`src/rtl/pc_fetch_ctrl.sv`:
```
// PC sequencer and instruction-fetch controller: FETCH over req/ack, then one EXEC slot per instruction.
// Define PC_MISALIGN_TRAP_EN to add the TRAP state and the misalign output.
module pc_fetch_ctrl #(
   parameter logic [31:0] RESET_PC = 32'h0000_0000,
   parameter logic [31:0] TRAP_VEC = 32'h0000_0100
) (
   input  logic        clk,
   input  logic        rst_n,
   input  logic        is_branch,
   input  logic        br_taken,
   input  logic        jump,
   input  logic [31:0] target,
   input  logic        stall,
   output logic        imem_req,
   output logic [31:0] imem_addr,
   input  logic        imem_ack,
   input  logic [31:0] imem_rdata,
   output logic [31:0] instr,
   output logic        instr_valid,
   output logic [31:0] pc,
   output logic [31:0] pc_plus4,
   output logic [31:0] retired
`ifdef PC_MISALIGN_TRAP_EN
   ,
   output logic        misalign
`endif
);

   localparam logic [31:0] NOP = 32'h0000_0013;

   typedef enum logic [1:0] {
      FETCH = 2'd0,
      EXEC  = 2'd1
`ifdef PC_MISALIGN_TRAP_EN
      ,
      TRAP  = 2'd2
`endif
   } state_t;

   state_t      state_q, state_d;
   logic [31:0] pc_q, pc_d;
   logic [31:0] instr_q, instr_d;
   logic [31:0] retired_q, retired_d;
   logic        instr_valid_q;
   logic        redirect;
   logic [31:0] target_aligned;
   logic [31:0] pc_plus4_w;

   assign redirect   = jump | (is_branch & br_taken);
   assign pc_plus4_w = pc_q + 32'd4;

`ifdef PC_MISALIGN_TRAP_EN
   logic misalign_q;
   logic misaligned_target;
   logic unused_target_lsb;

   assign target_aligned    = {target[31:1], 1'b0};
   assign misaligned_target = redirect & target[1];
   assign unused_target_lsb = target[0];
`else
   logic unused_cfg_bits;

   // Without the trap, misaligned targets are silently word-aligned.
   assign target_aligned  = {target[31:2], 2'b00};
   assign unused_cfg_bits = ^{target[1:0], TRAP_VEC};
`endif

   // State register
   always_ff @(posedge clk or negedge rst_n) begin
      if (!rst_n) begin
         state_q       <= FETCH;
         pc_q          <= RESET_PC;
         instr_q       <= NOP;
         retired_q     <= 32'd0;
         instr_valid_q <= 1'b0;
`ifdef PC_MISALIGN_TRAP_EN
         misalign_q    <= 1'b0;
`endif
      end else begin
         state_q       <= state_d;
         pc_q          <= pc_d;
         instr_q       <= instr_d;
         retired_q     <= retired_d;
         instr_valid_q <= (state_d == EXEC);
`ifdef PC_MISALIGN_TRAP_EN
         misalign_q    <= (state_d == TRAP);
`endif
      end
   end

   // Next-state logic
   always_comb begin
      state_d = state_q;
      case (state_q)
         FETCH: begin
            if (imem_ack) state_d = EXEC;
         end
         EXEC: begin
            if (!stall) begin
`ifdef PC_MISALIGN_TRAP_EN
               state_d = misaligned_target ? TRAP : FETCH;
`else
               state_d = FETCH;
`endif
            end
         end
`ifdef PC_MISALIGN_TRAP_EN
         TRAP: state_d = FETCH;
`endif
         default: state_d = FETCH;
      endcase
   end

   // Datapath next values; an instruction retires only on a clean EXEC -> FETCH edge.
   always_comb begin
      pc_d      = pc_q;
      instr_d   = instr_q;
      retired_d = retired_q;
      if (state_q == FETCH && imem_ack) begin
         instr_d = imem_rdata;
      end
      if (state_q == EXEC && state_d == FETCH) begin
         retired_d = retired_q + 32'd1;
         pc_d      = redirect ? target_aligned : pc_plus4_w;
      end
`ifdef PC_MISALIGN_TRAP_EN
      if (state_q == TRAP) begin
         pc_d = TRAP_VEC;
      end
`endif
   end

   // Outputs
   always_comb begin
      imem_req    = (state_q == FETCH) & rst_n;
      imem_addr   = pc_q;
      instr       = instr_q;
      instr_valid = instr_valid_q;
      pc          = pc_q;
      pc_plus4    = pc_plus4_w;
      retired     = retired_q;
`ifdef PC_MISALIGN_TRAP_EN
      misalign    = misalign_q;
`endif
   end

endmodule

```
`config.mk`:
```
export PLATFORM = sky130hd
export DESIGN_NAME = pc_fetch_ctrl
export DESIGN_NICKNAME = d
export VERILOG_FILES = /design/src/rtl/pc_fetch_ctrl.sv
export SDC_FILE = /design/constraint.sdc
export NUM_CORES = 1
export LEC_CHECK = 0
export ABC_AREA = 1
export CAP_MARGIN = 40
export CORE_MARGIN = 2
export CORE_UTILIZATION = 48
export CTS_CLUSTER_SIZE = 8
export DETAILED_ROUTE_END_ITERATION = 16
export GPL_TIMING_DRIVEN = 0
export PLACE_DENSITY = 0.87
export SLEW_MARGIN = 0
export SYNTH_ARGS = -nofsm -noshare
export SYNTH_HDL_FRONTEND = slang
export SYNTH_SLANG_ARGS = --single-unit
```
`constraint.sdc`:
```
create_clock -name clk -period 2.3 [get_ports clk]
set_input_delay 0.46 -clock clk [delete_from_list [all_inputs] [get_ports clk]]
set_output_delay 0.46 -clock clk [all_outputs]
set_load 0.03 [all_outputs]
```
# Yosys cells after proc, flatten, opt, wreduce, memory -nomap -nowiden
# Index checks and enable logic that the tools add are counted.
[word_totals]
ff_bits = 99
latchBits = 0
ram_bits = 0
rom_bits = 0
in_bits = 71
word_cells = 20
memories = 0
[op_classes]
addsub = 2
n_mul = 0
div = 0
n_lt_le_gt_ge = 0
n_eq_ne = 2
n_shift = 0
muxes = 4
n_bitwise = 3
reduce_logical = 4
[ops]
columns = ["op", "count"]
rows = [
  ["adder 32 x 1 -> 32 bit, second input constant", 1],
  ["adder 32 x 3 -> 32 bit, second input constant", 1],
  ["2-to-1 mux 32 bit", 1],
  ["equality test 2 x 1 -> 1 bit, second input constant", 2],
  ["logical NOT 2 bit", 2],
  ["2-to-1 mux 2 bit", 2],
  ["case mux 2 bit (2 select lines)", 1],
  ["bitwise AND 1 bit", 2],
  ["logical AND 1 bit", 2],
  ["OR 1 bit", 1],
]

# Depth between registers and ports, before layout
[depth]
depth_word = 4
depth_mapped = 10
ltp_nobuf = 10

# Least setup slack after synthesis
# No wires, ideal clock.
[synth_timing]
path_kind = "reg2out"
startpoint = "reg pc_q[3], in the netlist imem_addr[3]"
endpoint = "out pc_plus4[12]"
arrival_ns = 1.734
required_time_ns = 1.840
slack_ns = 0.106
stages_incl_launch_ff = 6
cell_sequence = "dfrtp_1 ha_1 nand2_1 nor2_4 nand3_2 xor2_1"
[synth_between]
elab_chain_cells = 1
[synth_lines]
columns = ["item", "line", "rtl"]
rows = [
  ["start: declaration", "41", "logic [31:0] pc_q, pc_d;"],
  ["start signal: assignment", "81", "pc_q <= pc_d;"],
  ["adder 32 x 3 -> 32 bit", "50", "assign pc_plus4_w = pc_q + 32'd4;"],
  ["end: declaration", "21", "output logic [31:0] pc_plus4,"],
]
# No other way between the ends.

# Final worst setup path
[layout_timing]
startpoint = "reg pc_q[2], in the netlist imem_addr[2]"
endpoint = "out pc_plus4[18]"
# Same word-level chain as after synthesis.

==> metrics.cfg <==
[status]
status = complete, but fails checks
violations = hold timing, setup timing

[global_route]
grt_use_total = 0.287
grt_pass1_vias = 6088
grt_pass1_wl_um = 29700
overflow = 0
grt_max_degree = 52
antenna_found_initial = 0

[die]
dieArea_um2 = 13200
die_h_um = 115
initial_core_util = 0.491
die_w_um = 115
rows = 40
pin_count = 233
coreArea_um2 = 12000

[timing]
period_needed_ns = 2.39
rsz0062_at_grt = true
finalSetupViolations = 8
worst_slew_pin_slew_ns = 0.629
hold_ws_ns = -0.00346
setup_slack_ns = -0.0934
timing.final.crit_share = 1.04
max-slew-margin-rel = 0.580
finClkSkew_ns = 0.00648
hold_viol_final = 3
timing.fmax_ghz = 0.418
drv_slew = 0

[detailed_routing]
num_vias = 6400
drtAntennaViolNets = 0
viasPerCell = 5.23
drc_errors = 0
avgRoutedWirePerCell_um = 16.1
drtIter0Drc = 476
dr.pass1.iters = 5
drt-total-wl_um = 19700

[final_layout]
syn2layout_area_growth_pct = 56.0
nFillCells = 838
n_antenna_cell = 0
fin_nets = 1144
drive_gt1_frac = 0.239
post-route-util = 0.766

[worst_setup_path]
required_ns = 1.84
cp_top_family = simple AND/OR/NAND/NOR gates
worst-path-stages = 8
start_kind = flop
critPathCaptureType = output pin
path_cells = ha_4, nand2_4, nor2_4, nand2_4, nor2_4, nand2_1, and2_4, buf_6
slowest_delay_ns = 0.43
reg2regPathDepth = 7
arrival_ns = 1.93
critPathMaxFanout = 5
crit_type = flop to output pin
path_buf_inv = 1
crit_slowest_cell = dfrtp_2

[synthesis]
synth_top_family_by_area = simple AND/OR/NAND/NOR gates
synth.area.top_cells = dfrtp_1, nand2_1, nor2_1, mux2_2, buf_4
synth-async-reset-ratio = 1.00
synth_edf_count = 0
synth-simple-area-share = 0.334
yosysTopAreaCell = dfrtp_1
synth_fa_ha_area_frac = 0.00425
synth_warnings = 0
synth_xor_area_frac = 0.0386
synth.most_common_cell = nand2_1
ys_types = 35
syn_area_um2 = 5890
ys_ff_latch = 97
synthTopCellsByCount = nand2_1, nor2_1, dfrtp_1
synth_top_area_share = 0.399
synth_mux_area_frac = 0.0611
syn_inst = 787
ys_seq_area_frac = 0.413
synth-main-ff-cell = dfrtp_1
synth_compound_area_frac = 0.0484
postSynthAreaPerCell_um2 = 7.49

[clock_network]
h-tree-depth = 3
cts.reportedPaths.clkPinSlew_ns = 0.07
root_buffer = clkbuf_16
numClockSinks = 97
numCtsBuffers = 9
clkLatencyLatePin_ns = 0.35
tritoncts = done
clock_path_buffers = 2

[power]
p_leak_nw = 4.21
total_power_w = 0.00856
cellPowerDensity_nw_per_um2 = 931
peakVddDrop_v = 0.000589

[place]
preCtsSetupSlack_ns = -0.325
io_buffer_count = 224
gp_congestion = 0.929
dp_hpwl_um = 13900

[hold_path]
hp-class = primary input to asynchronous set/reset pin

[flow_run]
cap_violations = 0

## sequential cells by signal, indices dropped and copies added, names as in the netlist
name / flops
retired: 32
instr_valid: 1
instr: 32
state_q: 2
imem_addr: 30
## power breakdown
group	total [W]	internal, W	leakage (nW)	switching (W)
Clock	0.00162	0.000912	0.157	0.000704
Sequential	0.00246	0.00205	1.17	0.000403
Combinational	0.00449	0.00194	2.89	0.00254
## layout by cell type, fill, tap and decap left out, drive strengths merged, types with 2 or more instances in the layout
cell type | synthesis | final
mux2 | 32 | 32
o21ai | 24 | 24
buf | 48 | 114
xnor2 | 10 | 10
xor2 | 16 | 16
a21boi | 7 | 7
a21oi | 13 | 13
a22oi | 5 | 5
nand4 | 5 | 5
nor2 | 124 | 124
dfrtp | 94 | 94
nand2 | 271 | 271
nand3b | 7 | 7
inv | 66 | 68
dfstp | 3 | 3
clkinv | 0 | 2
ha | 2 | 2
nor3 | 3 | 3
clkbuf | 5 | 20
clkdlybuf4s50 | 0 | 194
and2 | 5 | 5
nand3 | 44 | 44
conb | 1 | 7
## layout make-up
type                    instances  area (um^2)  share of cell area
plain buffers                  53          347              0.0377
clock inverters                 5         61.3             0.00667
well taps                     147          184              0.0200
repair buffers                267         2570               0.279
flip-flops and latches         97         2460               0.267
multi-input cells             577         3070               0.334
inverters                      66          248              0.0269
clock buffers                  11          253              0.0275
## metal layers
| metal | GRT usage | wire, um | vias to the layer above |
|---|---|---|---|
| li1 | - | - | 2991 |
| met4 | 0.111 | 766 | 0 |
| met1 | 0.346 | 7390 | 2978 |
| met2 | 0.496 | 9630 | 360 |
| met5 | 0 | 0 | - |
| met3 | 0.0717 | 1860 | 71 |
## worst reg2reg max path, delay by kind of cell (launching register included)
kind | cells | cell delay (ns)
simple gates | 5 | 1.09
flops | 1 | 0.40
xor+xnor | 1 | 0.15
buf+inv | 1 | 0.09
## through the flow
stage	hold WS (ns)	std cells	setup TNS [ns]	area, um^2
2_1_floorplan	0.164	793	0	5920
3_3_place_gp	0.464	1164	-295.17	8340
3_5_place_dp	0.462	1165	-4.36	8370
4_1_cts	0.00549	1200	-0.638	8850
5_1_grt	0.0237	1223	-0.923	9200
6_report	-0.00346	1223	-0.296	9200
## path summary, 6_finish.rpt
kind | start | to | slack, ns
max | imem_addr[2]$_DFFE_PN0P_ | pc_plus4[18] | -0.09
min | rst_n | retired[17]$_DFFE_PN0P_ | -0.003
max reg2reg | state_q[1]$_DFF_PN0_ | retired[19]$_DFFE_PN0P_ | 0.46
min reg2reg | retired[31]$_DFFE_PN0P_ | retired[31]$_DFFE_PN0P_ | 0.47
max in group asynchronous | rst_n | imem_addr[6]$_DFFE_PN0P_ | 1.69
min in group clk | retired[31]$_DFFE_PN0P_ | retired[31]$_DFFE_PN0P_ | 0.47
## cell families (layout without fill, tap and decap cells)
| family | after synthesis | after routing |
|---|---|---|
| AND/OR/NAND/NOR | 460 | 460 |
| XOR/XNOR | 26 | 26 |
| buffers and inverters | 119 | 402 |
| adder cells (fa/ha/maj) | 2 | 2 |
| flip-flops | 97 | 97 |
| other | 1 | 7 |
| AO/OA/AOI/OAI | 50 | 50 |
| multiplexers | 32 | 32 |
## timing repair
| action | in CTS | in global routing |
|---|---|---|
| pin swaps | 5 | 14 |
| setup buffers | 19 | 23 |
| hold buffers | 0 | 0 |
| resized for setup | 173 | 77 |
| endpoints found under the setup margin | 29 | 28 |
Power figures use the tool's default switching activity.
